## src/rtl/regfile_2r1w_clr_if.sv

```systemverilog
// -----------------------------------------------------------------------------
// regfile_2r1w_clr_if
// Bus bundle for the 2-read/1-write register file with sequential clear.
//
// Handshake semantics:
//   Writes are fire-and-forget strobes. A write is accepted only when wr_en=1,
//   the file is not busy and wr_addr is in range. A rejected write is reported
//   by a one-cycle err pulse on the following cycle. clr_req is a level that is
//   sampled only while idle. busy stays high for the whole clear sweep, and
//   clr_done pulses once in the first idle cycle after the sweep. All slave
//   outputs are registered.
//
// Signals (master = requester, slave = register file):
//   wr_en, wr_addr, wr_data, wr_perr_inj  : write port            (master -> slave)
//   rd_addr_a, rd_addr_b                  : read addresses        (master -> slave)
//   rd_data_a, rd_data_b                  : read data, 1-cycle    (slave -> master)
//   rd_perr_a, rd_perr_b                  : parity error flags    (slave -> master)
//   clr_req                               : start clear           (master -> slave)
//   busy, clr_done, err                   : status                (slave -> master)
// -----------------------------------------------------------------------------
interface regfile_2r1w_clr_if #(
   parameter int WIDTH  = 8,
   parameter int ADDR_W = 4
);
   logic              wr_en;
   logic [ADDR_W-1:0] wr_addr;
   logic [WIDTH-1:0]  wr_data;
   logic              wr_perr_inj;
   logic [ADDR_W-1:0] rd_addr_a;
   logic [ADDR_W-1:0] rd_addr_b;
   logic [WIDTH-1:0]  rd_data_a;
   logic [WIDTH-1:0]  rd_data_b;
   logic              rd_perr_a;
   logic              rd_perr_b;
   logic              clr_req;
   logic              busy;
   logic              clr_done;
   logic              err;

   modport master (
      output wr_en, wr_addr, wr_data, wr_perr_inj, rd_addr_a, rd_addr_b, clr_req,
      input  rd_data_a, rd_data_b, rd_perr_a, rd_perr_b, busy, clr_done, err
   );

   modport slave (
      input  wr_en, wr_addr, wr_data, wr_perr_inj, rd_addr_a, rd_addr_b, clr_req,
      output rd_data_a, rd_data_b, rd_perr_a, rd_perr_b, busy, clr_done, err
   );
endinterface

```

## src/rtl/regfile_2r1w_clr.sv

```systemverilog
// -----------------------------------------------------------------------------
// regfile_2r1w_clr
// Shared scratch/config register bank. It has one write port, two independent
// registered read ports with write-through bypass, out-of-range detection and
// a sequential clear engine.
//
// Parameters: WIDTH (data bits), DEPTH (entries, any value up to 2**ADDR_W),
//             ADDR_W (address bits)
// Ports:
//   clk  : clock, all logic on posedge
//   rst  : synchronous active-low reset
//   bus  : regfile_2r1w_clr_if.slave (write, two reads, clear, status)
//
// Optional build macro: REGFILE_PARITY_EN
//   Defined   -> one even-parity bit per entry. rd_perr_x flags a mismatch.
//   Undefined -> no parity storage. rd_perr_x stays 0 and wr_perr_inj is ignored.
//
// The clear FSM state is directly visible: busy is the decoded state register
// (1 = CLEAR, 0 = IDLE).
// -----------------------------------------------------------------------------
module regfile_2r1w_clr #(
   parameter int WIDTH  = 8,
   parameter int DEPTH  = 16,
   parameter int ADDR_W = 4
) (
   input logic                clk,
   input logic                rst,
   regfile_2r1w_clr_if.slave  bus
);

   generate
      if ((2 ** ADDR_W) < DEPTH) begin : g_bad_cfg
         $error("regfile_2r1w_clr: 2**ADDR_W must be >= DEPTH");
      end
   endgenerate

   // One extra bit lets the range compare work when DEPTH == 2**ADDR_W.
   localparam logic [ADDR_W:0]   DEPTH_C  = (ADDR_W + 1)'(DEPTH);
   localparam logic [ADDR_W-1:0] LAST_IDX = ADDR_W'(DEPTH - 1);

   typedef enum logic {IDLE = 1'b0, CLEAR = 1'b1} state_t;

   state_t            state_q, state_d;
   logic [ADDR_W-1:0] idx_q, idx_d;
   logic              done_q, done_d;

   logic [WIDTH-1:0]  mem [DEPTH];

   logic              wr_in_range, rd_in_range_a, rd_in_range_b;
   logic              wr_ok, err_d, err_q;
   logic              stored_perr_a, stored_perr_b;
   logic [WIDTH:0]    rd_d_a, rd_d_b;          // {perr, data}
   logic [WIDTH-1:0]  rd_q_a, rd_q_b;
   logic              perr_q_a, perr_q_b;

   assign wr_in_range   = {1'b0, bus.wr_addr}   < DEPTH_C;
   assign rd_in_range_a = {1'b0, bus.rd_addr_a} < DEPTH_C;
   assign rd_in_range_b = {1'b0, bus.rd_addr_b} < DEPTH_C;

   // Writes are only taken while idle, so they never race the clear sweep.
   assign wr_ok = bus.wr_en && (state_q == IDLE) && wr_in_range;

   // All error causes merge into one pulse.
   assign err_d = (bus.wr_en && (!wr_in_range || (state_q == CLEAR)))
                  || !rd_in_range_a || !rd_in_range_b;

   // ---------------- clear FSM ----------------
   always_ff @(posedge clk) begin
      if (!rst) begin
         state_q <= IDLE;
         idx_q   <= '0;
         done_q  <= 1'b0;
      end else begin
         state_q <= state_d;
         idx_q   <= idx_d;
         done_q  <= done_d;
      end
   end

   always_comb begin
      state_d = state_q;
      idx_d   = idx_q;
      done_d  = 1'b0;
      case (state_q)
         IDLE: begin
            if (bus.clr_req) begin
               state_d = CLEAR;
               idx_d   = '0;
            end
         end
         CLEAR: begin
            if (idx_q == LAST_IDX) begin
               state_d = IDLE;
               idx_d   = '0;
               done_d  = 1'b1;
            end else begin
               idx_d = idx_q + 1'b1;
            end
         end
         default: state_d = IDLE;
      endcase
   end

   // ---------------- storage ----------------
   always_ff @(posedge clk) begin
      if (!rst) begin
         for (int i = 0; i < DEPTH; i++) mem[i] <= '0;
      end else if (state_q == CLEAR) begin
         mem[idx_q] <= '0;
      end else if (wr_ok) begin
         mem[bus.wr_addr] <= bus.wr_data;
      end
   end

`ifdef REGFILE_PARITY_EN
   logic par [DEPTH];

   always_ff @(posedge clk) begin
      if (!rst) begin
         for (int i = 0; i < DEPTH; i++) par[i] <= 1'b0;
      end else if (state_q == CLEAR) begin
         par[idx_q] <= 1'b0;
      end else if (wr_ok) begin
         par[bus.wr_addr] <= (^bus.wr_data) ^ bus.wr_perr_inj;
      end
   end

   // These are only meaningful for in-range addresses. The read mux masks the rest.
   assign stored_perr_a = par[bus.rd_addr_a] ^ (^mem[bus.rd_addr_a]);
   assign stored_perr_b = par[bus.rd_addr_b] ^ (^mem[bus.rd_addr_b]);
`else
   logic unused_perr_inj;
   assign unused_perr_inj = bus.wr_perr_inj;
   assign stored_perr_a   = 1'b0;
   assign stored_perr_b   = 1'b0;
`endif

   // ---------------- read muxes ----------------
   // Priority: out of range, then the entry being cleared this cycle, then the
   // same-cycle write bypass, then the stored entry. Only the stored entry can
   // report a parity error.
   function automatic logic [WIDTH:0] read_sel(
      input logic             in_range,
      input logic             clr_hit,
      input logic             byp_hit,
      input logic [WIDTH-1:0] byp_data,
      input logic [WIDTH-1:0] stored,
      input logic             stored_perr
   );
      logic [WIDTH:0] r;
      r = '0;
      if (!in_range || clr_hit) r = '0;
      else if (byp_hit)         r = {1'b0, byp_data};
      else                      r = {stored_perr, stored};
      return r;
   endfunction

   always_comb begin
      rd_d_a = read_sel(rd_in_range_a,
                        (state_q == CLEAR) && (bus.rd_addr_a == idx_q),
                        wr_ok && (bus.wr_addr == bus.rd_addr_a),
                        bus.wr_data, mem[bus.rd_addr_a], stored_perr_a);
      rd_d_b = read_sel(rd_in_range_b,
                        (state_q == CLEAR) && (bus.rd_addr_b == idx_q),
                        wr_ok && (bus.wr_addr == bus.rd_addr_b),
                        bus.wr_data, mem[bus.rd_addr_b], stored_perr_b);
   end

   always_ff @(posedge clk) begin
      if (!rst) begin
         rd_q_a   <= '0;
         rd_q_b   <= '0;
         perr_q_a <= 1'b0;
         perr_q_b <= 1'b0;
         err_q    <= 1'b0;
      end else begin
         rd_q_a   <= rd_d_a[WIDTH-1:0];
         rd_q_b   <= rd_d_b[WIDTH-1:0];
         perr_q_a <= rd_d_a[WIDTH];
         perr_q_b <= rd_d_b[WIDTH];
         err_q    <= err_d;
      end
   end

   assign bus.rd_data_a = rd_q_a;
   assign bus.rd_data_b = rd_q_b;
   assign bus.rd_perr_a = perr_q_a;
   assign bus.rd_perr_b = perr_q_b;
   assign bus.busy      = (state_q == CLEAR);
   assign bus.clr_done  = done_q;
   assign bus.err       = err_q;

endmodule

```

## src/flat_wrapper.sv

```systemverilog
// flat-port wrapper written by rule: the top's interface ports become plain ports
module regfile_2r1w_clr_flat 
#(
   parameter int WIDTH  = 8,
   parameter int DEPTH  = 16,
   parameter int ADDR_W = 4
)
  (clk, rst, bus_wr_en, bus_wr_addr, bus_wr_data, bus_wr_perr_inj, bus_rd_addr_a, bus_rd_addr_b, bus_clr_req, bus_rd_data_a, bus_rd_data_b, bus_rd_perr_a, bus_rd_perr_b, bus_busy, bus_clr_done, bus_err);
  regfile_2r1w_clr_if #(.WIDTH(WIDTH), .ADDR_W(ADDR_W)) bus_i ();
  input logic clk;
  input logic rst;
  input wire logic [$bits(bus_i.wr_en)-1:0] bus_wr_en;
  input wire logic [$bits(bus_i.wr_addr)-1:0] bus_wr_addr;
  input wire logic [$bits(bus_i.wr_data)-1:0] bus_wr_data;
  input wire logic [$bits(bus_i.wr_perr_inj)-1:0] bus_wr_perr_inj;
  input wire logic [$bits(bus_i.rd_addr_a)-1:0] bus_rd_addr_a;
  input wire logic [$bits(bus_i.rd_addr_b)-1:0] bus_rd_addr_b;
  input wire logic [$bits(bus_i.clr_req)-1:0] bus_clr_req;
  output wire logic [$bits(bus_i.rd_data_a)-1:0] bus_rd_data_a;
  output wire logic [$bits(bus_i.rd_data_b)-1:0] bus_rd_data_b;
  output wire logic [$bits(bus_i.rd_perr_a)-1:0] bus_rd_perr_a;
  output wire logic [$bits(bus_i.rd_perr_b)-1:0] bus_rd_perr_b;
  output wire logic [$bits(bus_i.busy)-1:0] bus_busy;
  output wire logic [$bits(bus_i.clr_done)-1:0] bus_clr_done;
  output wire logic [$bits(bus_i.err)-1:0] bus_err;
  assign bus_i.wr_en = bus_wr_en;
  assign bus_i.wr_addr = bus_wr_addr;
  assign bus_i.wr_data = bus_wr_data;
  assign bus_i.wr_perr_inj = bus_wr_perr_inj;
  assign bus_i.rd_addr_a = bus_rd_addr_a;
  assign bus_i.rd_addr_b = bus_rd_addr_b;
  assign bus_i.clr_req = bus_clr_req;
  assign bus_rd_data_a = bus_i.rd_data_a;
  assign bus_rd_data_b = bus_i.rd_data_b;
  assign bus_rd_perr_a = bus_i.rd_perr_a;
  assign bus_rd_perr_b = bus_i.rd_perr_b;
  assign bus_busy = bus_i.busy;
  assign bus_clr_done = bus_i.clr_done;
  assign bus_err = bus_i.err;
  regfile_2r1w_clr #(.WIDTH(WIDTH), .DEPTH(DEPTH), .ADDR_W(ADDR_W)) u_core (.clk(clk), .rst(rst), .bus(bus_i));
endmodule
```

## config.mk

```make
export PLATFORM = sky130hd
export DESIGN_NAME = regfile_2r1w_clr_flat
export DESIGN_NICKNAME = d
export VERILOG_FILES = /design/src/rtl/regfile_2r1w_clr_if.sv /design/src/rtl/regfile_2r1w_clr.sv /design/src/flat_wrapper.sv
export SDC_FILE = /design/constraint.sdc
export NUM_CORES = 1
export LEC_CHECK = 0
export ABC_CLOCK_PERIOD_IN_PS = 2800
export BUFFER_PORTS_ARGS = -buffer_cell sky130_fd_sc_hd__buf_2
export CAP_MARGIN = 20
export CORE_MARGIN = 2
export CORE_UTILIZATION = 30
export CTS_CLUSTER_SIZE = 8
export DETAILED_ROUTE_END_ITERATION = 6
export GPL_TIMING_DRIVEN = 0
export PLACE_DENSITY = 0.47
export SLEW_MARGIN = 0
export SYNTH_ARGS = -nofsm -noshare
export SYNTH_HDL_FRONTEND = slang
export SYNTH_SLANG_ARGS = --single-unit
```

## constraint.sdc

```tcl
create_clock -name clk -period 2.8 [get_ports clk]
set_input_delay 0.28 -clock clk [delete_from_list [all_inputs] [get_ports clk]]
set_output_delay 0.28 -clock clk [all_outputs]
set_load 0.1 [all_outputs]
```

==> results.yml, run 1 <==
outcome:
  outcome: "finished, final reports clean"
critical_path:
  end_kind: "flip-flop"
  crit_chain: "and3b_1, buf_6, buf_6, mux2i_1, and2_1, buf_2, nand2_2, nand2_1"
  crit_required_ns: 2.86
  arrival_ns: 2.67
  cpMostUsedCell: "buf_6"
  crit_type: "flip-flop to flip-flop"
  crit_slowest_cell: "nand2_1"
  cp_top_family: "simple AND/OR/NAND/NOR gates"
  start_kind: "flip-flop"
  critPathBufInv: 3
  critPathMaxStageDelay_ns: 0.44
  crit_fanout: 10
cells_and_area:
  drive_gt1_share_pct: 26.64
  regArea_sq_um: 4304
  n_antenna_cell: 0
  area_growth_syn_to_layout_pct: 15.41
  stdcell_count: 972
  n_fill_cell: 2495
  multiInputGateArea_sq_um: 3129
  final_nets: 655
global_routing:
  grt_usage_pct: 18.80
  grt-ovfl-total: 0
  antenna_found_initial: 0
  grt_pass1_wl_um: 35180
  grt_max_degree: 17
  grt_pass1_vias: 5286
sta:
  finalClockSkew_ns: 0.007872
  period_minus_slack_ns: 2.611
  hold_violations: 0
  maxSlewViolCount: 0
  period_share_pct: 93.25
  tns_ns: 0
  setup_violations: 0
  worstMarginPinSlew_ns: 0.8499
  fmax_mhz: 383.0
  relSlewSlack_pct: 43.34
  rsz0062_at_grt: "no"
  post-route-worst-setup-slack_ns: 0.1891
synthesis:
  synth-main-ff-cell: "edfxtp_1"
  syn_inst: 571
  syn_area_sq_um: 7632
  ys_types: 46
  synth_edf_count: 128
  avgSynthCellArea_sq_um: 13.37
  yosysWarningCount: 0
  ys_seq_elements: 151
  async_reset_ff_share_pct: 0
  yosysSeqAreaShare_pct: 56.39
clocking:
  clk_pin_slew_ns: 0.06
  cts_setup_buffers: 0
  root_buffer: "clkbuf_16"
  cts_max_level: 4
  clock_latency_ns: 0.42
  clockBufferDepth: 2
  clkSinkCount: 151
  cts_buffers: 17
  cts_tree: "built"
detailed_routing:
  drt-initial-drc-count: 462
  dr.pass1.iters: 5
  drt.antenna.violating_nets: 0
  wirelength_um: 24050
  drc: 0
  vias: 5263
  routedWlPerCell_um: 24.74
  routed_via_density: 5.415
die:
  start_util_pct: 30.40
  rows: 58
  die_height_um: 163.5
  core_area_sq_um: 25110
  die_x_um: 163.5
  io-pin-count: 46
  dieArea_sq_um: 26730
job:
  maxCapViolations: 0
min_path:
  hold_class: "input port to flip-flop"
power:
  powerDensity_nw_per_um2: 625.1
  power_uw: 5506
  p_leak_uw: 0.002973
  peakVddDrop_mv: 0.3733
placed_design:
  dp_hpwl_um: 17350
  dp.cells: 940
  numPortBuffers: 38
  place_ws_ns: -0.03272
  gp_congestion: 0.9075
## cells in the final DEF, fill, tap and decap left out, types with 7 or more instances in the layout
master     count
nand2_1       28
edfxtp_1     128
nand2_2       19
nor2b_1       11
a22o_1        17
clkbuf_16     17
clkbuf_1      29
a221oi_1      16
mux4_2        64
buf_2         48
nor2_1       136
xor2_1         7
dfxtp_1       23
o21ai_0        9
o22ai_1       16
## worst paths after layout
path | startpoint | to | slack, ns | cells after the start
max reg2reg | u_core.bus.busy | u_core.mem[8][2] | 0.19 | 8
min | bus_wr_en | u_core.bus.err | 0.18 | 2
min reg2reg | u_core.idx_q[0] | u_core.idx_q[1] | 0.71 | 3
max | u_core.bus.busy | u_core.mem[8][2] | 0.19 | 8
## metrics by stage
stage	area, sq um	hold WS, ns	utilization, %
3_3_place_gp	8239	0.5851	32.81
5_1_grt	8808	0.1747	35.08
4_1_cts	8790	0.1626	35.01
3_5_place_dp	8239	0.5990	32.81
6_report	8808	0.1751	35.08
2_1_floorplan	7636	0.4392	-
## power breakdown
group	internal [uW]	leakage (uW)	total, uW	switching, uW
sequential	2530	0.00151	2580	47.5
combinational	243	0.00120	763	519
clock	1270	0.000260	2160	898
## sequential cells by signal, indices dropped and copies added, names as in the netlist
| register | cells |
|---|---|
| u_core.bus.busy | 1 |
| u_core.bus.clr_done | 1 |
| u_core.bus.err | 1 |
| u_core.bus.rd_data_a | 8 |
| u_core.bus.rd_data_b | 8 |
| u_core.idx_q | 4 |
| u_core.mem | 128 |
## cells in the mapped netlist (2+ instances only)
cell type | n | share of area, %
nor2_1 | 137 | 6.7
edfxtp_1 | 128 | 50
mux4_2 | 64 | 19
nand2_1 | 35 | 1.7
clkbuf_1 | 25 | 1.2
dfxtp_1 | 23 | 6.0
a22o_1 | 17 | 2.0
a221oi_1 | 16 | 1.8
o22ai_1 | 16 | 1.3
nand2_2 | 12 | 0.98
nor2b_1 | 11 | 0.90
buf_2 | 10 | 0.66
o21ai_0 | 9 | 0.59
xor2_1 | 7 | 0.80
and2_1 | 6 | 0.49
xnor2_1 | 6 | 0.69
buf_1 | 4 | 0.20
buf_4 | 4 | 0.39
mux2i_1 | 4 | 0.52
inv_1 | 3 | 0.15
a21boi_0 | 2 | 0.20
a21oi_1 | 2 | 0.13
a41o_1 | 2 | 0.26
and3b_1 | 2 | 0.23
buf_6 | 2 | 0.30
nand3_1 | 2 | 0.13
nor2_2 | 2 | 0.16
nor3b_1 | 2 | 0.20
## what timing repair did
action | 4_1_cts | 5_1_grt
hold buffers | 0 | 0
pin swaps | 0 | 0
gates resized for setup | 1 | 9
endpoints found under the setup margin | 8 | 68
## routing by layer
layer | global-route usage [%] | share of wire, %
met5 | 0 | 0
met4 | 7.337 | 3.1
met3 | 4.292 | 6.4
met2 | 29.25 | 46
met1 | 25.56 | 44
## area by class of cell
cell class,count,share of cell area [%]
sequential,151,48.86
inverter,3,0.1278
timing repair buffer,38,2.159
clock inverter,8,0.8665
buffer,45,2.415
multi-input combinational,373,35.53
clock buffer,24,5.355
tap,330,4.687
## cells by family after synthesis
logic type,count (synthesis),synth area share (%)
other cells,1,0.04913
flops,151,56.39
simple gates,216,12.18
fa+ha+maj,1,0.1639
xor+xnor,13,1.492
mux,69,19.61
buf+inv,48,2.918
compound gates,72,7.197
(Power assumes the default switching activity.)
==> run 2, diff against run 1 <==
--- a/config.mk
+++ b/config.mk
@@ -8,12 +8,14 @@
 export ABC_CLOCK_PERIOD_IN_PS = 2800
 export BUFFER_PORTS_ARGS = -buffer_cell sky130_fd_sc_hd__buf_2
 export CAP_MARGIN = 20
+export CELL_PAD_IN_SITES_DETAIL_PLACEMENT = 1
+export CELL_PAD_IN_SITES_GLOBAL_PLACEMENT = 2
 export CORE_MARGIN = 2
 export CORE_UTILIZATION = 30
 export CTS_CLUSTER_SIZE = 8
 export DETAILED_ROUTE_END_ITERATION = 6
 export GPL_TIMING_DRIVEN = 0
-export PLACE_DENSITY = 0.47
+export PLACE_DENSITY = 0.61
 export SLEW_MARGIN = 0
 export SYNTH_ARGS = -nofsm -noshare
 export SYNTH_HDL_FRONTEND = slang
==> run 2 against run 1 <==
Compared with the run above:
- clock power increased by 12%
- combinational power about the same
- global-route usage increased by 1.2 points
- die area unchanged
- first-iteration DRC count increased by 24%
- critical path type unchanged
==> results.yml, run 2 (same netlist as run 1, synthesis figures left out) <==
clocking:
  clk_pin_slew_ns: 0.06
  cts_buffers: 17
  cts_max_level: 4
  cts_hold_buf: 0
  cts_setup_buffers: 0
  clock_latency_ns: 0.44
  root_buffer: "clkbuf_16"
  cts_tree: "built"
  ctsResizeCount: 1
  clkSinkCount: 151
  clockBufferDepth: 2
outcome:
  outcome: "finished, final reports clean"
cells_and_area:
  layout_commonest_cell: "nor2_1"
  area_growth_syn_to_layout_pct: 16.18
  n_antenna_cell: 0
  drive_gt1_share_pct: 27.10
  n_fill_cell: 2698
  layout_common_cells: "nor2_1, edfxtp_1, mux4_2"
  largest_reg_flops: 128
  final_nets: 655
  stdcell_count: 972
  top_register: "u_core.mem"
placed_design:
  gp_congestion: 0.8697
  dp.cells: 940
  dp_hpwl_um: 18730
  place_ws_ns: -0.04768
  numPortBuffers: 38
critical_path:
  crit_fanout: 10
  crit_required_ns: 2.89
  start_kind: "flip-flop"
  end_kind: "flip-flop"
  arrival_ns: 2.77
  crit_type: "flip-flop to flip-flop"
sta:
  finalClockSkew_ns: 0.02622
  maxSlewViolCount: 0
  hold_ws_ns: 0.1529
  relSlewSlack_pct: 41.45
  setup_violations: 0
  rsz0062_at_grt: "yes"
  period_minus_slack_ns: 2.675
  post-route-worst-setup-slack_ns: 0.1246
  worstMarginPinSlew_ns: 0.8783
  fmax_mhz: 373.8
  tns_ns: 0
  hold_violations: 0
  period_share_pct: 95.55
job:
  maxCapViolations: 0
die:
  start_util_pct: 30.40
  die_height_um: 163.5
  core_area_sq_um: 25110
  dieArea_sq_um: 26730
  rows: 58
  die_x_um: 163.5
  io-pin-count: 46
global_routing:
  grt-ovfl-total: 0
  grt_max_degree: 17
  grt_pass1_wl_um: 37340
  grt_pass1_vias: 5583
  antenna_found_initial: 0
  grt_usage_pct: 19.99
detailed_routing:
  routedWlPerCell_um: 26.62
  drt-initial-drc-count: 574
  wirelength_um: 25880
  dr.pass1.iters: 5
  drc: 0
  vias: 5318
  routed_via_density: 5.471
  drt.antenna.violating_nets: 0
power:
  peakVddDrop_mv: 0.4731
  power_uw: 5753
  powerDensity_nw_per_um2: 648.8
  p_leak_uw: 0.003004
min_path:
  hold_class: "input port to flip-flop"
==> run 2: cell types whose count changed in the layout (fill, tap and decap cells not counted), sizes merged <==
cell and delta:
bufinv +1, clkbuf -6, clkinv -1, clkinvlp -2, inv +8
==> run 2: where the power goes <==
part	internal, uW	switching [uW]
logic	243	522
registers	2530	50.3
clock network	1360	1050
==> run 2: worst paths after layout <==
check | slack, ns | start | endpoint | cells after the start
hold / removal | 0.15 | bus_wr_en | u_core.bus.err | 2
setup reg to reg | 0.12 | u_core.bus.busy | u_core.mem[15][3] | 7
setup / recovery | 0.12 | u_core.bus.busy | u_core.mem[15][3] | 7
hold reg to reg | 0.67 | u_core.idx_q[0] | u_core.idx_q[1] | 3
==> run 2: routing by layer <==
metal / GRT usage [%] / share of wire (%) / vias to the layer above
li1: - / - / 2306
met1: 26.22 / 42 / 2762
met3: 3.961 / 5.7 / 49
met4: 10.61 / 5.0 / 0
met5: 0 / 0 / -
met2: 31.34 / 47 / 201
==> run 2: through the flow <==
stage / cell area (sq um) / util (%)
floorplan: 7636 / -
global placement: 8239 / 32.81
detailed placement: 8239 / 32.81
CTS: 8850 / 35.25
global route: 8867 / 35.31
finish: 8867 / 35.31
==> run 2: worst max-delay path, cell delays in order (launching register included) <==
cell	delay (ns)
dfxtp_1	0.45
and3b_1	0.22
buf_6	0.13
buf_6	0.14
mux2i_1	0.18
nor2_1	0.41
nand2_1	0.42
nand2_2	0.39
==> run 2: layout make-up <==
cell class	count	area, sq um	area share, %
inverters	3	11.26	0.1270
flip-flops and latches	151	4304	48.54
well taps	330	412.9	4.656
multi-input cells	373	3129	35.29
clock inverters	14	178.9	2.018
repair buffers	38	190.2	2.145
clock buffers	18	429.2	4.840
plain buffers	45	211.5	2.385
==> run 3, diff against run 2 <==
--- a/config.mk
+++ b/config.mk
@@ -11,11 +11,11 @@
 export CELL_PAD_IN_SITES_DETAIL_PLACEMENT = 1
 export CELL_PAD_IN_SITES_GLOBAL_PLACEMENT = 2
 export CORE_MARGIN = 2
-export CORE_UTILIZATION = 30
+export CORE_UTILIZATION = 43
 export CTS_CLUSTER_SIZE = 8
 export DETAILED_ROUTE_END_ITERATION = 6
 export GPL_TIMING_DRIVEN = 0
-export PLACE_DENSITY = 0.61
+export PLACE_DENSITY = 0.81
 export SLEW_MARGIN = 0
 export SYNTH_ARGS = -nofsm -noshare
 export SYNTH_HDL_FRONTEND = slang
==> run 3 against run 2 <==
Compared with the run above:
- utilization increased by 15 points
- first-iteration DRC count decreased by 16%
- combinational power decreased by 2%
- sequential power about the same
- global-route usage increased by 6.7 points
- via count increased by 2.0%
- register-to-register slack improved by 0.02 ns
- critical path type unchanged
- critical endpoint unchanged
- highest routed layer unchanged
==> results.yml, run 3 (same netlist as run 1, synthesis figures left out) <==
cells_and_area:
  regArea_sq_um: 4304
  n_antenna_cell: 0
  area_growth_syn_to_layout_pct: 14.03
  utilization_pct: 50.32
  layout_commonest_cell: "nor2_1"
  drive_gt1_share_pct: 26.25
  fin_area_sq_um: 8703
  n_fill_cell: 1778
  layout_common_cells: "nor2_1, edfxtp_1, mux4_2"
  largest_reg_flops: 128
  final_nets: 655
  top_register: "u_core.mem"
  multiInputGateArea_sq_um: 3122
sta:
  fmax_mhz: 377.0
  tns_ns: 0
  post-route-worst-setup-slack_ns: 0.1475
  period_minus_slack_ns: 2.652
  rsz0062_at_grt: "no"
  maxSlewViolCount: 0
  finalClockSkew_ns: 0.01068
  hold_violations: 0
  worstMarginPinSlew_ns: 0.9058
  relSlewSlack_pct: 39.25
  period_share_pct: 94.73
  setup_violations: 0
  hold_ws_ns: 0.1877
power:
  power.switching_uw: 1505
  p_leak_uw: 0.002989
  switching_share_pct: 26.54
  peakVddDrop_mv: 0.4065
  powerDensity_nw_per_um2: 651.4
  power_frac_comb_pct: 13.2
  seqPwrFrac_pct: 45.6
  p_int_uw: 4165
  power_frac_clock_pct: 41.2
detailed_routing:
  wirelength_um: 23830
  vias: 5424
  drc: 0
  routed_via_density: 6.271
  drt-initial-drc-count: 485
  drt.antenna.violating_nets: 0
  routedWlPerCell_um: 27.54
  dr.pass1.iters: 5
critical_path:
  end_kind: "flip-flop"
  arrival_ns: 2.74
  start_kind: "flip-flop"
  crit_type: "flip-flop to flip-flop"
  crit_fanout: 10
  crit_required_ns: 2.88
placed_design:
  place_area_sq_um: 8108
  gp_congestion: 0.8805
  numPortBuffers: 38
  dp_hpwl_um: 17340
  place_ws_ns: 0.1090
global_routing:
  met1_usage_pct: 34.93
  grt_pass1_vias: 5668
  grt-ovfl-total: 0
  met2_usage_pct: 43.34
  grt_max_degree: 17
  grt_usage_pct: 26.68
  antenna_found_initial: 0
  busiest_layer: "met2"
  grt_pass1_wl_um: 35490
  met3_usage_pct: 5.335
die:
  start_util_pct: 44.13
  io-pin-count: 46
  rows: 48
  die_x_um: 137.2
  dieArea_sq_um: 18830
  die_height_um: 137.2
  core_area_sq_um: 17300
clocking:
  cts_buffers: 17
  clk_pin_slew_ns: 0.07
  clockBufferDepth: 2
  cts_tree: "built"
  clkSinkCount: 151
  cts_setup_buffers: 0
  clock_latency_ns: 0.43
  root_buffer: "clkbuf_16"
  cts_max_level: 4
outcome:
  outcome: "finished, final reports clean"
job:
  maxCapViolations: 0
min_path:
  hold_class: "input port to flip-flop"
==> run 3: changes by cell type in the layout (fill, tap and decap cells not counted), sizes merged <==
cell      change
bufinv        +1
clkinv        +3
clkinvlp      +1
inv           -7
==> run 3: worst paths after layout <==
path | start | endpoint | slack (ns) | cells after the start
setup reg to reg | u_core.bus.busy | u_core.mem[15][3] | 0.15 | 7
hold / removal | bus_wr_en | u_core.bus.err | 0.19 | 2
setup / recovery | u_core.bus.busy | u_core.mem[15][3] | 0.15 | 7
hold reg to reg | u_core.idx_q[0] | u_core.idx_q[1] | 0.68 | 3
==> run 3: area by class of cell <==
cell class                 count  share of cell area [%]
timing repair buffer          38                   2.185
buffer                        45                   2.430
clock inverter                12                   1.768
tap                          225                   3.235
clock buffer                  18                   4.931
sequential                   151                   49.45
inverter                       3                  0.1294
multi-input combinational    373                   35.87
==> run 3: layer usage <==
| layer | vias up | wire length, um |
|---|---|---|
| met5 | - | 0 |
| met4 | 0 | 897 |
| met3 | 52 | 1630 |
| met1 | 2810 | 9700 |
| met2 | 259 | 11600 |
| li1 | 2303 | - |
==> run 3: what timing repair did <==
action / in CTS / in global routing
resized for setup: 0 / 5
hold buffers: 0 / 0
hold endpoints to repair: 0 / 0
endpoints found under the setup margin: 0 / 32
==> run 3: power groups by stage <==
| stage | Sequential [uW] | Clock (uW) | Combinational (uW) |
|---|---|---|---|
| floorplan | 2750 | 0 | 392 |
| global placement | 2620 | 0 | 729 |
| detailed placement | 2630 | 0 | 739 |
| CTS | 2580 | 2340 | 745 |
| global route | 2590 | 2420 | 787 |
| finish | 2590 | 2330 | 751 |
==> run 3: metrics by stage <==
stage	cells	total power, uW
3_3_place_gp	835	3346
2_1_floorplan	572	3143
5_1_grt	865	5801
6_report	865	5669
4_1_cts	865	5668
3_5_place_dp	835	3369
==> run 3: worst max-delay path, cell delays in order, from the launching register on <==
cell	delay [ns]
dfxtp_1	0.46
and3b_1	0.23
buf_6	0.13
buf_6	0.13
mux2i_1	0.14
nor2_1	0.45
nand2_1	0.35
nand2_1	0.40
